--- config.mk ---
export PLATFORM = sky130hd
export DESIGN_NAME = fb_fill_engine_flat
export DESIGN_NICKNAME = d
export VERILOG_FILES = /design/src/rtl/fb_pkg.sv /design/src/rtl/fb_fill_engine_if.sv /design/src/rtl/fb_rect_clip.sv /design/src/rtl/fb_fill_engine.sv /design/src/flat_wrapper.sv
export SDC_FILE = /design/constraint.sdc
export NUM_CORES = 1
export LEC_CHECK = 0
export ABC_AREA = 1
export BUFFER_PORTS_ARGS = -buffer_cell sky130_fd_sc_hd__buf_2
export CAP_MARGIN = 20
export CORE_MARGIN = 4
export CORE_UTILIZATION = 55
export DETAILED_ROUTE_END_ITERATION = 8
export PLACE_DENSITY = 0.75
export SLEW_MARGIN = 20
export SYNTH_ARGS = -nofsm -noshare
export SYNTH_HDL_FRONTEND = slang
export SYNTH_SLANG_ARGS = --single-unit
--- constraint.sdc ---
create_clock -name clock -period 2.76 [get_ports clock]
set_input_delay 0.552 -clock clock [delete_from_list [all_inputs] [get_ports clock]]
set_output_delay 0.552 -clock clock [all_outputs]
set_load 0.01 [all_outputs]
--- src/rtl/fb_pkg.sv ---
// rtl/fb_pkg.sv - shared frame buffer geometry, widths and fill FSM types
package fb_pkg;

  localparam int FB_WIDTH_DEF  = 160;
  localparam int FB_HEIGHT_DEF = 120;
  localparam int FB_ADDR_W     = 15;
  localparam int FB_DATA_W     = 12;
  localparam int X_W           = 8;
  localparam int Y_W           = 7;

  typedef enum logic [1:0] {
    ST_IDLE  = 2'd0,
    ST_SETUP = 2'd1,
    ST_FILL  = 2'd2,
    ST_DONE  = 2'd3
  } fill_state_t;

  typedef struct packed {
    logic [X_W-1:0] w;
    logic [Y_W-1:0] h;
    logic           empty;
  } clip_t;

endpackage

--- src/rtl/fb_fill_engine_if.sv ---
// rtl/fb_fill_engine_if.sv - fill request and frame buffer write port bundle
interface fb_fill_engine_if
  import fb_pkg::*;
#(
  parameter int ADDR_W = FB_ADDR_W,
  parameter int DATA_W = FB_DATA_W
);
  logic              start;
  logic              abort;
  logic              stall;
  logic [X_W-1:0]    x0;
  logic [Y_W-1:0]    y0;
  logic [X_W-1:0]    width;
  logic [Y_W-1:0]    height;
  logic [DATA_W-1:0] color;
  logic              busy;
  logic              done;
  logic              fb_wen;
  logic [ADDR_W-1:0] fb_addr;
  logic [DATA_W-1:0] fb_din;

  modport master (
    output start, abort, stall, x0, y0, width, height, color,
    input  busy, done, fb_wen, fb_addr, fb_din
  );

  modport slave (
    input  start, abort, stall, x0, y0, width, height, color,
    output busy, done, fb_wen, fb_addr, fb_din
  );
endinterface

--- src/rtl/fb_rect_clip.sv ---
// rtl/fb_rect_clip.sv - clips a fill rectangle against the frame buffer edges
module fb_rect_clip
  import fb_pkg::*;
#(
  parameter int FB_WIDTH  = FB_WIDTH_DEF,
  parameter int FB_HEIGHT = FB_HEIGHT_DEF
) (
  input  logic [X_W-1:0] x0,
  input  logic [Y_W-1:0] y0,
  input  logic [X_W-1:0] width,
  input  logic [Y_W-1:0] height,
  output clip_t          clip
);

  // One extra bit so a full-width room (e.g. 256) still compares correctly.
  localparam logic [X_W:0] FBW = (X_W+1)'(FB_WIDTH);
  localparam logic [Y_W:0] FBH = (Y_W+1)'(FB_HEIGHT);

  logic [X_W:0] x_room;
  logic [Y_W:0] y_room;

  // Remaining room to the right/bottom edge, then min() against the request.
  always_comb begin
    x_room     = FBW - {1'b0, x0};
    y_room     = FBH - {1'b0, y0};
    clip.empty = ({1'b0, x0} >= FBW) || ({1'b0, y0} >= FBH) ||
                 (width == '0) || (height == '0);
    clip.w     = ({1'b0, width} < x_room) ? width : x_room[X_W-1:0];
    clip.h     = ({1'b0, height} < y_room) ? height : y_room[Y_W-1:0];
  end

endmodule

--- src/rtl/fb_fill_engine.sv ---
// rtl/fb_fill_engine.sv - rectangle fill engine writing one pixel per cycle
module fb_fill_engine
  import fb_pkg::*;
#(
  parameter int FB_WIDTH  = FB_WIDTH_DEF,
  parameter int FB_HEIGHT = FB_HEIGHT_DEF,
  parameter int ADDR_W    = FB_ADDR_W,
  parameter int DATA_W    = FB_DATA_W
) (
  input  logic          clock,
  input  logic          nreset,
  fb_fill_engine_if.slave bus
);

  localparam logic [ADDR_W-1:0] ROW_STEP = ADDR_W'(FB_WIDTH);

  fill_state_t       state, state_nxt;
  logic [X_W-1:0]    x0_q, width_q, w_q, col;
  logic [Y_W-1:0]    y0_q, height_q, h_q, row;
  logic [DATA_W-1:0] color_q, fb_din_q;
  logic [ADDR_W-1:0] fb_addr_q, row_base, start_addr;
  clip_t             clip;
  logic              accept, adv, last_col, last_row;

  fb_rect_clip #(
    .FB_WIDTH  (FB_WIDTH),
    .FB_HEIGHT (FB_HEIGHT)
  ) u_clip (
    .x0     (x0_q),
    .y0     (y0_q),
    .width  (width_q),
    .height (height_q),
    .clip   (clip)
  );

  // The only multiply: the first pixel address, used once while in SETUP.
  assign start_addr = ADDR_W'(y0_q) * ROW_STEP + ADDR_W'(x0_q);

  assign accept   = (state == ST_IDLE) && bus.start && !bus.abort;
  assign adv      = (state == ST_FILL) && !bus.stall && !bus.abort;
  assign last_col = (col == w_q - 1'b1);
  assign last_row = (row == h_q - 1'b1);

  assign bus.fb_wen  = adv;
  assign bus.busy    = (state == ST_SETUP) || (state == ST_FILL);
  assign bus.done    = (state == ST_DONE);
  assign bus.fb_addr = fb_addr_q;
  assign bus.fb_din  = fb_din_q;

  // State register.
  always_ff @(posedge clock or negedge nreset) begin
    if (!nreset) state <= ST_IDLE;
    else         state <= state_nxt;
  end

  // Next-state: abort wins everywhere; empty rectangles skip straight to DONE.
  always_comb begin
    state_nxt = state;
    case (state)
      ST_IDLE:  if (accept) state_nxt = ST_SETUP;
      ST_SETUP: begin
        if (bus.abort)       state_nxt = ST_IDLE;
        else if (clip.empty) state_nxt = ST_DONE;
        else                 state_nxt = ST_FILL;
      end
      ST_FILL: begin
        if (bus.abort)                        state_nxt = ST_IDLE;
        else if (adv && last_col && last_row) state_nxt = ST_DONE;
      end
      ST_DONE:  state_nxt = ST_IDLE;
      default:  state_nxt = ST_IDLE;
    endcase
  end

  // Request latch, clipped extents, raster counters and write address.
  always_ff @(posedge clock or negedge nreset) begin
    if (!nreset) begin
      x0_q      <= '0;
      y0_q      <= '0;
      width_q   <= '0;
      height_q  <= '0;
      color_q   <= '0;
      w_q       <= '0;
      h_q       <= '0;
      col       <= '0;
      row       <= '0;
      row_base  <= '0;
      fb_addr_q <= '0;
      fb_din_q  <= '0;
    end else begin
      case (state)
        ST_IDLE: begin
          if (accept) begin
            x0_q     <= bus.x0;
            y0_q     <= bus.y0;
            width_q  <= bus.width;
            height_q <= bus.height;
            color_q  <= bus.color;
          end
        end
        ST_SETUP: begin
          if (!bus.abort && !clip.empty) begin
            w_q       <= clip.w;
            h_q       <= clip.h;
            col       <= '0;
            row       <= '0;
            row_base  <= start_addr;
            fb_addr_q <= start_addr;
            fb_din_q  <= color_q;
          end
        end
        ST_FILL: begin
          // The address is left on the final pixel, so it never runs past it.
          if (adv && !last_col) begin
            col       <= col + 1'b1;
            fb_addr_q <= fb_addr_q + 1'b1;
          end else if (adv && !last_row) begin
            col       <= '0;
            row       <= row + 1'b1;
            row_base  <= row_base + ROW_STEP;
            fb_addr_q <= row_base + ROW_STEP;
          end
        end
        default: ;
      endcase
    end
  end

endmodule
--- src/flat_wrapper.sv ---
// flat-port wrapper written by rule: the top's interface ports become plain ports
module fb_fill_engine_flat import fb_pkg::*;
#(
  parameter int FB_WIDTH  = FB_WIDTH_DEF,
  parameter int FB_HEIGHT = FB_HEIGHT_DEF,
  parameter int ADDR_W    = FB_ADDR_W,
  parameter int DATA_W    = FB_DATA_W
)
  (clock, nreset, bus_start, bus_abort, bus_stall, bus_x0, bus_y0, bus_width, bus_height, bus_color, bus_busy, bus_done, bus_fb_wen, bus_fb_addr, bus_fb_din);
  fb_fill_engine_if #(.ADDR_W(ADDR_W), .DATA_W(DATA_W)) bus_i ();
  input  logic clock;
  input  logic nreset;
  input wire logic [$bits(bus_i.start)-1:0] bus_start;
  input wire logic [$bits(bus_i.abort)-1:0] bus_abort;
  input wire logic [$bits(bus_i.stall)-1:0] bus_stall;
  input wire logic [$bits(bus_i.x0)-1:0] bus_x0;
  input wire logic [$bits(bus_i.y0)-1:0] bus_y0;
  input wire logic [$bits(bus_i.width)-1:0] bus_width;
  input wire logic [$bits(bus_i.height)-1:0] bus_height;
  input wire logic [$bits(bus_i.color)-1:0] bus_color;
  output wire logic [$bits(bus_i.busy)-1:0] bus_busy;
  output wire logic [$bits(bus_i.done)-1:0] bus_done;
  output wire logic [$bits(bus_i.fb_wen)-1:0] bus_fb_wen;
  output wire logic [$bits(bus_i.fb_addr)-1:0] bus_fb_addr;
  output wire logic [$bits(bus_i.fb_din)-1:0] bus_fb_din;
  assign bus_i.start = bus_start;
  assign bus_i.abort = bus_abort;
  assign bus_i.stall = bus_stall;
  assign bus_i.x0 = bus_x0;
  assign bus_i.y0 = bus_y0;
  assign bus_i.width = bus_width;
  assign bus_i.height = bus_height;
  assign bus_i.color = bus_color;
  assign bus_busy = bus_i.busy;
  assign bus_done = bus_i.done;
  assign bus_fb_wen = bus_i.fb_wen;
  assign bus_fb_addr = bus_i.fb_addr;
  assign bus_fb_din = bus_i.fb_din;
  fb_fill_engine #(.FB_WIDTH(FB_WIDTH), .FB_HEIGHT(FB_HEIGHT), .ADDR_W(ADDR_W), .DATA_W(DATA_W)) u_core (.clock(clock), .nreset(nreset), .bus(bus_i));
endmodule
After elaboration in Yosys (flattened, before gate mapping). Index checks and enable logic that the tools add are counted.

$lt $le $gt $ge: 4. $mul: 1. Equality and inequality tests: 11. Reductions and logical operators: 27. Add/sub/neg operators: 9. Multiplexer cells: 22.

Operator list (number): $mux W15 (4); $pmux W15 S2 (2); $mux W8 (4); $mux W7 (4); $pmux W8 S2 (1); $add A15 B1 Y15 const B (1); $add A15 B8 Y15 (1); $add A15 B8 Y15 const B (1); $pmux W7 S2 (1); $mul A7 B3 Y10 const B (1); $logic_and A1 B1 Y1 (9); $lt A8 B9 Y1 (1); $sub A8 B8 Y9 const A (1); $add A8 B1 Y8 const B (1); $eq A8 B8 Y1 (1); $ge A8 B8 Y1 const B (1); $logic_not A8 Y1 (1); $lt A7 B8 Y1 (1); $mux W2 (4); $pmux W2 S4 (1); $sub A7 B7 Y8 const A (1); $sub A8 B1 Y8 const B (1); $add A7 B1 Y7 const B (1); $eq A7 B7 Y1 (1); 16 further kinds (29).

Output and inout port bits: 30. Register bits after elaboration: 116. Input port bits: 47. Word-level logic and storage cells: 87.

Logic depth before layout (Yosys ltp). Gate-level depths: netlist (run 1).

Depth after elaboration: 8. Mapped depth: 17. Gate-level depth less buffers: 17.

Cells and area by module. Synthesis (run 1) repeated with hierarchy kept, for this count alone.

Cells, all modules: 999. Area, all modules: 7587.3 µm².

By module, submodules not included: fb_fill_engine (times used 1, area an instance 6645.1 µm², cells an instance 829); fb_rect_clip (times used 1, area an instance 942.2 µm², cells an instance 170).

Least setup slack after synthesis (run 1). OpenSTA, ideal clock, no wires.

Kind: reg-to-reg. Start point: register u_core.x0_q[0]. End point: register u_core.w_q[3]. Library setup time: 66 ps. Arrival time: 2251 ps. Setup slack: 444 ps. Stages on the path, launching flop included: 15. Path buffers: 0. Clock period less this slack: 2316 ps. Path through: dfrtp_1 inv_1 ha_1 nand3_1 o21ai_1 xor2_1 ha_1 a21oi_1 nand3b_1 nand2_1 nor2_2 nand2_2 nand2_1 nand3_1 nand2_1.

Word-level cells in the longest chain between the ends: 7. Elaborated cells on any way between the ends: 10.

RTL lines: start, declared (line fb_fill_engine.sv:18) `logic [X_W-1:0] x0_q, width_q, w_q, col;`; start signal, assigned (line fb_fill_engine.sv:94) `x0_q <= bus.x0;`; parallel branches: the longest is 7 deep, another holds $sub A8 B8 Y9; end signal, assigned (line fb_fill_engine.sv:103) `w_q <= clip.w;`; end, declared (line fb_fill_engine.sv:18).

Parallel ways; which one is timed is not known. A chain may end at the register's enable or synchronous reset.

Worst setup path in the final report (run 1).
Start point: register u_core.state[0]. End point: output port bus_fb_wen.

Word-level cells in the longest chain between the ends: 3.

RTL lines: start, declared (line fb_fill_engine.sv:17) `fill_state_t state, state_nxt;`; start signal, assigned (line fb_fill_engine.sv:53) `else state <= state_nxt;`; $eq A2 B2 Y1 (line fb_fill_engine.sv:40) `assign adv = (state == ST_FILL) && !bus.stall && !bus.abort;`; $logic_and A1 B1 Y1 (2 in a row) (line fb_fill_engine.sv:40); end, declared (line flat_wrapper.sv:23) `output wire logic [$bits(bus_i.fb_wen)-1:0] bus_fb_wen;`.

No other way between the ends.

==> reports/qor.csv, run 1 <==
stage,metric,value,unit
detailed_routing,wl_met1,8340,um
power_and_ir_drop,p_seq_frac,0.274,
cells_and_area,final_cell_mix,"348 x nand2_1, 116 x dfrtp_1, 102 x inv_1",
die,start_util,0.567,
power_and_ir_drop,totalPowerFinal,11700,uW
critical_path,crit_type,flop to output pin,
critical_path,slowest_stage,dfrtp_1,
critical_path,worstPathRequired,2.21,ns
detailed_routing,drtAntennaViolNets,0,
timing,tightestPinTransition,0.830,ns
die,die_x,125,um
timing,slew_headroom,0.446,
cts,cts_setup_buffers,0,
critical_path,path_common_cell,inv_1,
place,port_buffers,76,
status,outcome,"complete, no violations",
die,ios,77,
cts,cts_tree,built,
critical_path,startpoint_type,flop,
power_and_ir_drop,p_per_area,1330,nW/um^2
cts,clock-sinks,116,
timing,clock-skew-final,0.0116,ns
cts,cts-buffers-inserted,17,
critical_path,cp_slowest_stage_delay,0.43,ns
power_and_ir_drop,pwr-share-comb,0.531,
power_and_ir_drop,irDropWorstVdd,651,uV
grt,grt_max_degree,70,
detailed_routing,finalWirelength,18300,um
place,post-dp-hpwl,13400,um
critical_path,crit_family,buffers and inverters,
detailed_routing,firstDrtPassIters,5,
timing,setup_violations,0,
power_and_ir_drop,pwr-share-clk,0.195,
detailed_routing,routedWlPerCell,13.9,um
detailed_routing,met3_length,1000,um
timing,rsz0062_at_grt,false,
detailed_routing,dr_wl_met2,8570,um
die,coreArea,13300,um^2
grt,first_global_vias,6466,
cts,clk_path_buf_depth,2,
detailed_routing,remaining_drc_errors,0,
detailed_routing,top_layer,met5,
power_and_ir_drop,switching_share,0.468,
yosys,synth_fp_nets,1136,
min_path,hp-class,input pin to async pin,
yosys,synth_seq_area_share,0.383,
power_and_ir_drop,p_leak,0.00470,uW
power_and_ir_drop,p_sw,5480,uW
yosys,ys_ff_latch,116,
timing,min_period,2.57,ns
timing,timing.final.hold_violations,0,
die,die-area,15700,um^2
grt,grt_pass1_wl,30800,um
cells_and_area,mostFrequentLayoutCell,nand2_1,
cells_and_area,area_growth,16.5,%
cells_and_area,nets,1214,
timing,maxSlewViolCount,0,
place,place_congestion,0.964,
timing,period_share,0.931,
detailed_routing,drt_iter0_drc,555,
cts,cts_hold_buf,0,
critical_path,cp.arrival,2.02,ns
cells_and_area,drive_above_1_share,0.148,
cts,path_clk_slew,0.06,ns
yosys,synthCells,1048,
yosys,ys_types,39,
critical_path,critPathBufInv,4,
die,die_y,125,um
cts,insertion_delay,0.43,ns
grt,antenna_found_initial,2,
detailed_routing,viasPerCell,5.26,
timing,tns,0,ns
yosys,synth_warnings,0,
detailed_routing,num_vias,6921,
critical_path,crit_fanout,17,
yosys,netlist_area,7570,um^2
timing,fmax,0.389,GHz
die,rows,42,
grt,grt_usage,0.240,
power_and_ir_drop,p_int,6230,uW
critical_path,worstSetupEndpointType,output pin,
critical_path,crit_chain,inv_1 -> ha_1 -> inv_1 -> nor2_1 -> nand2_1 -> inv_2 -> buf_2,
flow_run,maxCapViolations,0,
yosys,syn_area_per_cell,7.23,um^2
grt,overflow,0,
cts,cts_root_buf,clkbuf_16,
cts,h-tree-depth,4,
cells_and_area,fin_util,0.661,
## logic make-up (layout without fill, tap and decap cells)
| kind of cell | after synthesis | in the layout | share of synthesized area |
|---|---|---|---|
| mux | 16 | 16 | 0.0238 |
| other cells | 0 | 1 | 0 |
| buf+inv | 144 | 234 | 0.0761 |
| xor+xnor | 46 | 46 | 0.0532 |
| flops | 116 | 116 | 0.383 |
| fa+ha+maj | 41 | 41 | 0.0697 |
| simple gates | 598 | 599 | 0.332 |
| compound gates | 87 | 87 | 0.0623 |
## state kept, by name, indices dropped and copies added, names as in the netlist
register and count:
u_core.bus.fb_addr 15, u_core.bus.fb_din 12, u_core.col 8, u_core.color_q 12, u_core.h_q 7, u_core.height_q 7
u_core.row 7, u_core.row_base 15, u_core.state 2, u_core.w_q 8, u_core.width_q 8, u_core.x0_q 8
u_core.y0_q 7
## routing by layer
metal  up-vias  GRT usage
met3        35     0.0576
li1       3508          -
met5         -          0
met4         2     0.0702
met1      3181      0.330
met2       195      0.380
## repair_timing
item	in CTS	in global routing
endpoints found under the setup margin	0	9
resized for setup	0	7
hold endpoints to repair	0	0
## metrics by stage
step,instances,hold slack (ns),area [um^2],worst slack [ns]
2_1_floorplan,1048,0.256,7570,0.444
3_3_place_gp,1282,0.443,8170,0.153
3_5_place_dp,1282,0.445,8170,0.0765
4_1_cts,1314,0.247,8780,0.0506
5_1_grt,1316,0.288,8830,0.00131
6_report,1316,0.224,8830,0.189
## synth_stat cells
library cell	count	area share
nor2_2	4	0.0033
buf_4	4	0.0040
nand3_1	103	0.068
clkbuf_1	15	0.0074
nand2_2	2	0.0017
mux2_2	16	0.024
a21boi_1	1	0.00099
nor3_2	1	0.0013
o211ai_1	3	0.0030
or2_1	1	0.00083
o21ai_1	13	0.0086
nor3_1	9	0.0059
o31ai_1	1	0.00099
clkinv_1	2	0.00099
ha_1	39	0.064
nand2_1	348	0.17
o21ai_4	1	0.0021
buf_1	2	0.00099
o21ai_2	1	0.0012
buf_2	11	0.0073
dfrtp_1	116	0.38
nor2_1	98	0.049
nand3b_1	9	0.0089
buf_6	1	0.0015
a211oi_1	1	0.00099
a21oi_1	42	0.028
fa_1	2	0.0053
xnor2_1	14	0.016
nor3b_1	3	0.0030
o21ai_0	22	0.015
a31o_2	1	0.0012
inv_1	102	0.051
or2_2	4	0.0033
nand4_1	14	0.012
nand2_4	1	0.0015
a21o_1	1	0.00099
xor2_1	32	0.037
inv_2	7	0.0035
nand3_2	1	0.0013
## power groups by stage
| stage | clock (uW) | combinational [uW] | sequential (uW) |
|---|---|---|---|
| 2_1_floorplan | 0 | 4590 | 3100 |
| 3_3_place_gp | 0 | 5930 | 3190 |
| 3_5_place_dp | 0 | 6060 | 3210 |
| 4_1_cts | 2320 | 6120 | 3190 |
| 5_1_grt | 2410 | 7150 | 3320 |
| 6_report | 2280 | 6220 | 3210 |
## path summary, 6_finish.rpt
path / startpoint / endpoint / slack, ns / depth (start not counted)
worst max-delay path: u_core.state[0] / bus_fb_wen / 0.19 / 7
worst min-delay path: nreset / u_core.height_q[2] / 0.22 / 1
worst max register to register: u_core.y0_q[3] / u_core.row_base[12] / 0.23 / 13
worst min register to register: u_core.color_q[3] / u_core.bus.fb_din[3] / 0.46 / 2
max in group asynchronous: nreset / u_core.col[7] / 1.79 / 2
min in group clock: bus_color[8] / u_core.color_q[8] / 0.36 / 2
## final cells by class
| type | instances | area, um^2 |
|---|---|---|
| diodes | 1 | 2.50 |
| clock buffers | 17 | 425 |
| clock inverters | 15 | 184 |
| fillers | 1187 | 4520 |
| inverters | 111 | 417 |
| multi-input cells | 789 | 4140 |
| flip-flops and latches | 116 | 2900 |
| well taps | 176 | 220 |
| repair buffers | 91 | 533 |
Note: power is estimated with default switching activity, not from simulation.
==> run 2: changes to the inputs <==
--- a/config.mk
+++ b/config.mk
@@ -6,7 +6,7 @@
 export NUM_CORES = 1
 export LEC_CHECK = 0
 export ABC_AREA = 1
-export BUFFER_PORTS_ARGS = -buffer_cell sky130_fd_sc_hd__buf_2
+export BUFFER_PORTS_ARGS = -buffer_cell sky130_fd_sc_hd__buf_4
 export CAP_MARGIN = 20
 export CORE_MARGIN = 4
 export CORE_UTILIZATION = 55
==> run 2 against run 1 <==
  * Count of clock-buffer cells in the layout is the same
  * Cell area grew 1.3%
  * Maximum frequency fell by 0.41%
  * Utilization rose by 0.83 points
  * Sequential power hardly changed
  * Clock skew is 0.00090 ns lower
  * Combinational power is 2% higher
  * Global-route usage is 0.11 points lower
  * Clock power decreased by 11%
  * First-iteration DRC count up 8.8%
  * Largest cell class unchanged
  * Routed wire length is 0.72% higher
==> reports/qor.csv, run 2 (synthesized netlist as in run 1, its figures left out) <==
stage,metric,value,unit,change
status,outcome,"complete, no violations",,
critical_path,worstSetupEndpointType,flop,,
cts,clk_path_buf_depth,2,,unchanged
cts,cts-buffers-inserted,17,,unchanged
power_and_ir_drop,p_leak,0.00471,uW,+0.31%
place,port_buffers,76,,unchanged
die,die_x,125,um,unchanged
place,place_congestion,0.931,,-3.4%
cells_and_area,drive_above_1_share,0.146,,-0.00276
place,post-dp-hpwl,13500,um,about the same
critical_path,startpoint_type,flop,,
timing,tightestPinTransition,0.683,ns,-0.148 ns
detailed_routing,drtAntennaViolNets,0,,unchanged
cts,clock-sinks,116,,unchanged
power_and_ir_drop,p_sw,5410,uW,-1.3%
critical_path,crit_fanout,7,,-10
die,die_y,125,um,unchanged
detailed_routing,routedWlPerCell,14.0,um,+0.72%
timing,maxSlewViolCount,0,,unchanged
grt,grt_pass1_wl,30800,um,-0.18%
power_and_ir_drop,pwr-share-comb,0.547,,+0.016
grt,first_global_vias,6481,,+0.23%
die,start_util,0.567,,unchanged
critical_path,crit_type,flop to flop,,
min_path,hp-class,input pin to async pin,,
power_and_ir_drop,p_seq_frac,0.277,,+0.003
timing,slew_headroom,0.545,,+0.0986
die,rows,42,,unchanged
cts,h-tree-depth,4,,unchanged
place,numPlacedInstances,1284,,+0.16%
die,ios,77,,unchanged
power_and_ir_drop,pwr-share-clk,0.175,,-0.020
cts,path_clk_slew,0.06,ns,about the same
cells_and_area,fill_cells,1178,,-0.76%
power_and_ir_drop,p_int,6150,uW,-1.2%
cts,cts_root_buf,clkbuf_16,,
detailed_routing,drt_iter0_drc,604,,+8.8%
cells_and_area,final_cell_mix,"348 x nand2_1, 116 x dfrtp_1, 102 x inv_1, 102 x nand3_1, 98 x nor2_1",,
detailed_routing,finalWirelength,18400,um,+0.72%
die,die-area,15700,um^2,unchanged
cells_and_area,nets,1216,,+0.16%
cells_and_area,mostFrequentLayoutCell,nand2_1,,
die,coreArea,13300,um^2,unchanged
timing,clock-skew-final,0.0107,ns,-0.000901 ns
critical_path,worstPathRequired,3.06,ns,+0.85 ns
detailed_routing,viasPerCell,5.21,,-0.95%
timing,min_period,2.58,ns,+0.0105 ns
cells_and_area,final_cells,1316,,unchanged
cells_and_area,multi_input_area,4110,um^2,-0.82%
grt,grt_usage,0.239,,-0.00115
timing,setup_violations,0,,unchanged
grt,antenna_found_initial,0,,-2
cells_and_area,antenna_cells,0,,-1
cts,cts_tree,built,,
cts,insertion_delay,0.42,ns,about the same
power_and_ir_drop,irDropWorstVdd,656,uV,+0.69%
detailed_routing,firstDrtPassIters,5,,unchanged
timing,timing.final.hold_violations,0,,unchanged
timing,fmax,0.387,GHz,-0.41%
cells_and_area,ff_latch_area,2900,um^2,unchanged
detailed_routing,num_vias,6855,,-0.95%
detailed_routing,remaining_drc_errors,0,,unchanged
power_and_ir_drop,switching_share,0.468,,about the same
power_and_ir_drop,totalPowerFinal,11600,uW,-1.3%
power_and_ir_drop,p_per_area,1290,nW/um^2,-2.5%
timing,period_share,0.935,,+0.00382
flow_run,maxCapViolations,0,,unchanged
grt,grt_max_degree,69,,-1.4%
cells_and_area,area_growth,18.0,%,
grt,overflow,0,,unchanged
critical_path,cp.arrival,2.88,ns,+0.86 ns
==> run 2: changes by cell type in the layout (fill, tap and decap cells not counted), moves of 2 or more <==
cell        previous run  this run
buf_2                 75         0
bufinv_16              2         0
clkinvlp_4             0         3
inv_8                  4         1
nor2_2                 5         3
buf_4                 13        91
==> run 2: power by group through the flow <==
| stage | sequential, uW | combinational (uW) | clock (uW) |
|---|---|---|---|
| 2_1_floorplan | 3100 | 4590 | 0 |
| 3_3_place_gp | 3190 | 6050 | 0 |
| 3_5_place_dp | 3210 | 6150 | 0 |
| 4_1_cts | 3190 | 6230 | 2060 |
| 5_1_grt | 3320 | 7280 | 2140 |
| 6_report | 3210 | 6320 | 2030 |
==> run 2: cell type report <==
class	instances	area share
clock inverters	14	0.0136
repair buffers	94	0.0831
flip-flops and latches	116	0.325
multi-input cells	788	0.460
clock buffers	17	0.0476
well taps	176	0.0246
inverters	111	0.0466
==> run 2: routing by layer <==
| layer | track usage | routed length (um) |
|---|---|---|
| met1 | 0.325 | 8510 |
| met2 | 0.382 | 8690 |
| met3 | 0.0610 | 929 |
| met4 | 0.0638 | 267 |
| met5 | 0 | 0 |
==> run 2: timing repair <==
action                     4_1_cts  5_1_grt
gates resized for setup          0        2
setup endpoints to repair        0        8
setup buffers                    0        1
hold buffers                     0        0
==> run 2: final timing paths <==
kind | startpoint | end | slack (ns) | cells after the start
min in group clock | bus_color[3] | u_core.color_q[3] | 0.36 | 2
hold reg to reg | u_core.color_q[5] | u_core.bus.fb_din[5] | 0.46 | 2
hold / removal | nreset | u_core.height_q[2] | 0.17 | 1
setup / recovery | u_core.x0_q[0] | u_core.w_q[7] | 0.18 | 14
setup reg to reg | u_core.x0_q[0] | u_core.w_q[7] | 0.18 | 14
max in group asynchronous | nreset | u_core.row_base[3] | 1.83 | 2
==> run 2: worst max-delay path, cell delays in order, from the launching register on <==
cell and delay (ns):
dfrtp_1 0.40, inv_1 0.14, ha_1 0.21, nand3_1 0.15
o21ai_2 0.19, xor2_1 0.23, ha_1 0.30, a21oi_1 0.13
nand3b_1 0.11, nand2_1 0.09, nor2_4 0.15, buf_12 0.13
nand3_1 0.07, nand3_1 0.11, nand2_1 0.07
==> run 2: through the flow <==
stage	cell area [um^2]	hold WS, ns	setup slack [ns]	TNS (ns)	util
floorplan	7570	0.256	0.444	0	-
global placement	8360	0.444	0.155	0	0.627
detailed placement	8360	0.448	0.0791	0	0.627
CTS	8910	0.191	0.0574	0	0.668
global route	8940	0.221	-0.0254	-0.0268	0.670
finish	8940	0.171	0.179	0	0.670
==> run 3: changes to the inputs <==
--- a/config.mk
+++ b/config.mk
@@ -5,12 +5,12 @@
 export SDC_FILE = /design/constraint.sdc
 export NUM_CORES = 1
 export LEC_CHECK = 0
-export ABC_AREA = 1
 export BUFFER_PORTS_ARGS = -buffer_cell sky130_fd_sc_hd__buf_4
 export CAP_MARGIN = 20
 export CORE_MARGIN = 4
 export CORE_UTILIZATION = 55
 export DETAILED_ROUTE_END_ITERATION = 8
+export HOLD_SLACK_MARGIN = 0.05
 export PLACE_DENSITY = 0.75
 export SLEW_MARGIN = 20
 export SYNTH_ARGS = -nofsm -noshare
==> run 3 against run 2 <==
  * The run now ends with negative setup slack left
  * Sequential cell count did not move
  * Die area fell by 6.2%
  * Count of clock-buffer cells in the layout rose by 6
  * Combinational power rose by 17%
  * Global-route usage rose by 0.86 points
  * Cell area rose by 1.3%
  * Register-to-register slack got worse by 0.23 ns
  * Non-clock buffer count rose by 28
  * Area after synthesis fell by 6.6%
  * Via count fell by 14%
  * First-iteration DRC count fell by 31%
  * Critical endpoint is now u_core.col[7]
==> reports/qor.csv, run 3 <==
stage,metric,value,unit,change
critical_path,reg2reg_slack,-0.05,ns,-0.23 ns
cells_and_area,mostFrequentLayoutCell,buf_4,,
timing,fmax,0.355,GHz,-8.3%
yosys,synth_seq_area_share,0.410,,+0.0270
cts,cts_root_buf,clkbuf_16,,
place,place_congestion,0.907,,-2.6%
min_path,hp-class,input pin to async pin,,
cts,insertion_delay,0.41,ns,about the same
critical_path,slowest_stage,a311o_2,,
power_and_ir_drop,p_leak,0.00412,uW,-12%
timing,clock-skew-final,0.00754,ns,-0.00318 ns
cells_and_area,drive_above_1_share,0.325,,+0.179
detailed_routing,finalWirelength,17900,um,-2.6%
cells_and_area,fin_util,0.718,,+0.0479
yosys,synth.top_cells.by_count,"116 x dfrtp_1, 66 x mux2_2, 49 x nand2_1, 44 x nor2_1, 42 x inv_1",,
timing,timing.final.hold_violations,0,,unchanged
critical_path,cp.arrival,3.15,ns,+0.27 ns
die,ios,77,,unchanged
critical_path,critPathLaunch,u_core.col[7],,
yosys,synth_warnings,0,,unchanged
yosys,ys_ff_latch,116,,unchanged
detailed_routing,drtAntennaViolNets,0,,unchanged
cells_and_area,area_growth,28.0,%,
cts,clock-sinks,116,,unchanged
yosys,synth_edf_count,0,,unchanged
critical_path,cp-endpoint,u_core.col[7],,
grt,overflow,0,,unchanged
grt,grt_usage,0.247,,+0.00860
critical_path,startpoint_type,flop,,
timing,setup_violations,3,,+3
yosys,synth.top_cells.by_area,"dfrtp_1 41%, mux2_2 11%, ha_1 6.9%",,
grt,grt_max_degree,48,,-30%
die,start_util,0.561,,-0.00671
critical_path,crit_chain,xor2_1 -> xnor2_1 -> a2111oi_4 -> a2111oi_4 -> buf_4 -> a311o_2 -> nand2b_4 -> or3_4 -> a21oi_2,,
place,port_buffers,76,,unchanged
critical_path,path_common_cell,a2111oi_4,,
timing,tightestPinTransition,0.601,ns,-0.0816 ns
die,coreArea,12600,um^2,-5.5%
detailed_routing,routedWlPerCell,17.9,um,+28%
status,failed_checks,negative setup slack,,
status,outcome,"finished, violations left",,
detailed_routing,remaining_drc_errors,0,,unchanged
grt,first_global_vias,6008,,-7.3%
die,rows,41,,-2.4%
cells_and_area,final_cell_mix,"116 x buf_4, 111 x dfrtp_1, 66 x mux2_2",,
power_and_ir_drop,p_per_area,1470,nW/um^2,+13%
die,die_x,121,um,-3.1%
detailed_routing,drt_iter0_drc,417,,-31%
cts,cts_tree,built,,
timing,slew_headroom,0.599,,+0.0544
critical_path,worstSetupEndpointType,flop,,
yosys,async_flop_share,1.00,,unchanged
yosys,synth_top_area_frac,0.410,,+0.0270
yosys,yosysMostFrequentCell,dfrtp_1,,
critical_path,r2r_end,u_core.col[7],,
yosys,netlist_area,7080,um^2,-6.6%
cts,clk_path_buf_depth,2,,unchanged
timing,tns,-0.108,ns,-0.108 ns
yosys,yosysTopAreaCell,dfrtp_1,,
critical_path,crit_type,flop to flop,,
critical_path,reg2regPathDepth,9,,-5
timing,fin_ws,-0.0540,ns,-0.233 ns
timing,period_share,1.02,,+0.0843
die,die_y,121,um,-3.1%
flow_run,maxCapViolations,0,,unchanged
cells_and_area,antenna_cells,0,,unchanged
timing,rsz0062_at_grt,true,,
cts,cts_hold_buf,0,,unchanged
timing,maxSlewViolCount,0,,unchanged
grt,antenna_found_initial,0,,unchanged
cells_and_area,nets,907,,-25%
power_and_ir_drop,irDropWorstVdd,764,uV,+16%
grt,grt_pass1_wl,28900,um,-6.1%
place,post-dp-hpwl,12400,um,-7.8%
die,die-area,14700,um^2,-6.2%
cts,cts-buffers-inserted,17,,unchanged
detailed_routing,firstDrtPassIters,5,,unchanged
yosys,synth-main-ff-cell,dfrtp_1,,
yosys,syn_area_per_cell,10.1,um^2,+39%
yosys,synthCells,704,,-33%
yosys,synth_fp_nets,792,,-30%
place,post-place-ws,-0.0370,ns,-0.116 ns
cells_and_area,design_area,9050,um^2,+1.3%
critical_path,crit_fanout,5,,-2
cts,path_clk_slew,0.05,ns,about the same
critical_path,cp_slowest_stage_delay,0.47,ns,+0.07 ns
detailed_routing,num_vias,5906,,-14%
place,place_area,8040,um^2,-3.9%
timing,min_period,2.81,ns,+0.233 ns
detailed_routing,viasPerCell,5.88,,+13%
critical_path,worstPathRequired,3.10,ns,+0.04 ns
cells_and_area,fill_cells,910,,-23%
critical_path,r2r-start,u_core.col[7],,
cts,h-tree-depth,4,,unchanged
yosys,ys_types,61,,+56%
-- run 3: cell types whose count changed after synthesis, sizes merged, moves of 11 or more --
cell	delta
buf	-11
inv	-67
mux2	+50
mux2i	+18
nand2	-302
nand3	-82
nand4	-11
nor2	-57
nor2b	+11
o21ai	-12
xnor2	+20
-- run 3: cells by family after synthesis --
| group | synth area share |
|---|---|
| and+or+nand+nor | 0.135 |
| AOI/OAI and AO/OA | 0.140 |
| buffers and inverters | 0.0378 |
| DFF | 0.410 |
| muxes | 0.130 |
| xor gates and xnor gates | 0.0718 |
| adders and majority gates | 0.0746 |
-- run 3: per-stage QoR --
stage / std cells / hold slack (ns) / power [uW]
after floorplan: 704 / 0.256 / 8040
final: 1004 / 0.151 / 13300
after CTS: 992 / 0.155 / 12800
after detailed placement: 960 / 0.495 / 10100
after global routing: 1004 / 0.182 / 14300
after global placement: 960 / 0.482 / 9790
-- run 3: critical path: cells and delay by family, from the launching register on --
kind                   cells  cell delay (ns)
AO/OA/AOI/OAI              4             1.07
XOR/XNOR                   2             0.57
buffers and inverters      1             0.16
flip-flops                 1             0.41
AND/OR/NAND/NOR            2             0.53
-- run 3: how the worst min path moves through the flow --
stage	endpoint	slack [ns]
after floorplan	u_core.bus.fb_addr[0]	0.26
after global placement	u_core.row_base[14]	0.48
after detailed placement	u_core.bus.fb_din[5]	0.50
after CTS	u_core.row_base[0]	0.16
after global routing	u_core.row_base[3]	0.18
final	u_core.row_base[3]	0.15
-- run 3: final cells by class --
cell class,count,area [um^2],area share
multi-input cells,519,4150,0.458
inverters,43,161,0.0178
clock buffers,23,468,0.0517
clock inverters,9,199,0.0220
flip-flops and latches,116,2910,0.321
well taps,172,215,0.0238
repair buffers,122,951,0.105
-- run 3: what timing repair did --
action                     in CTS  in global routing
setup buffers                   0                 11
cloned                          0                  1
setup endpoints to repair      14                 50
gates resized for setup         9                 55
pin swaps                       1                 17
-- run 3: report_power, final --
part | total [uW] | internal [uW] | switching, uW
clock network | 2510 | 1740 | 765
registers | 3400 | 2520 | 877
logic | 7380 | 3570 | 3810
-- run 3: per-layer routing --
layer  share of wire  routed length [um]  GRT usage
met4           0.028                 495     0.0910
met3           0.068                1220     0.0667
met5               0                   0          0
met1            0.42                7590      0.315
met2            0.48                8630      0.404
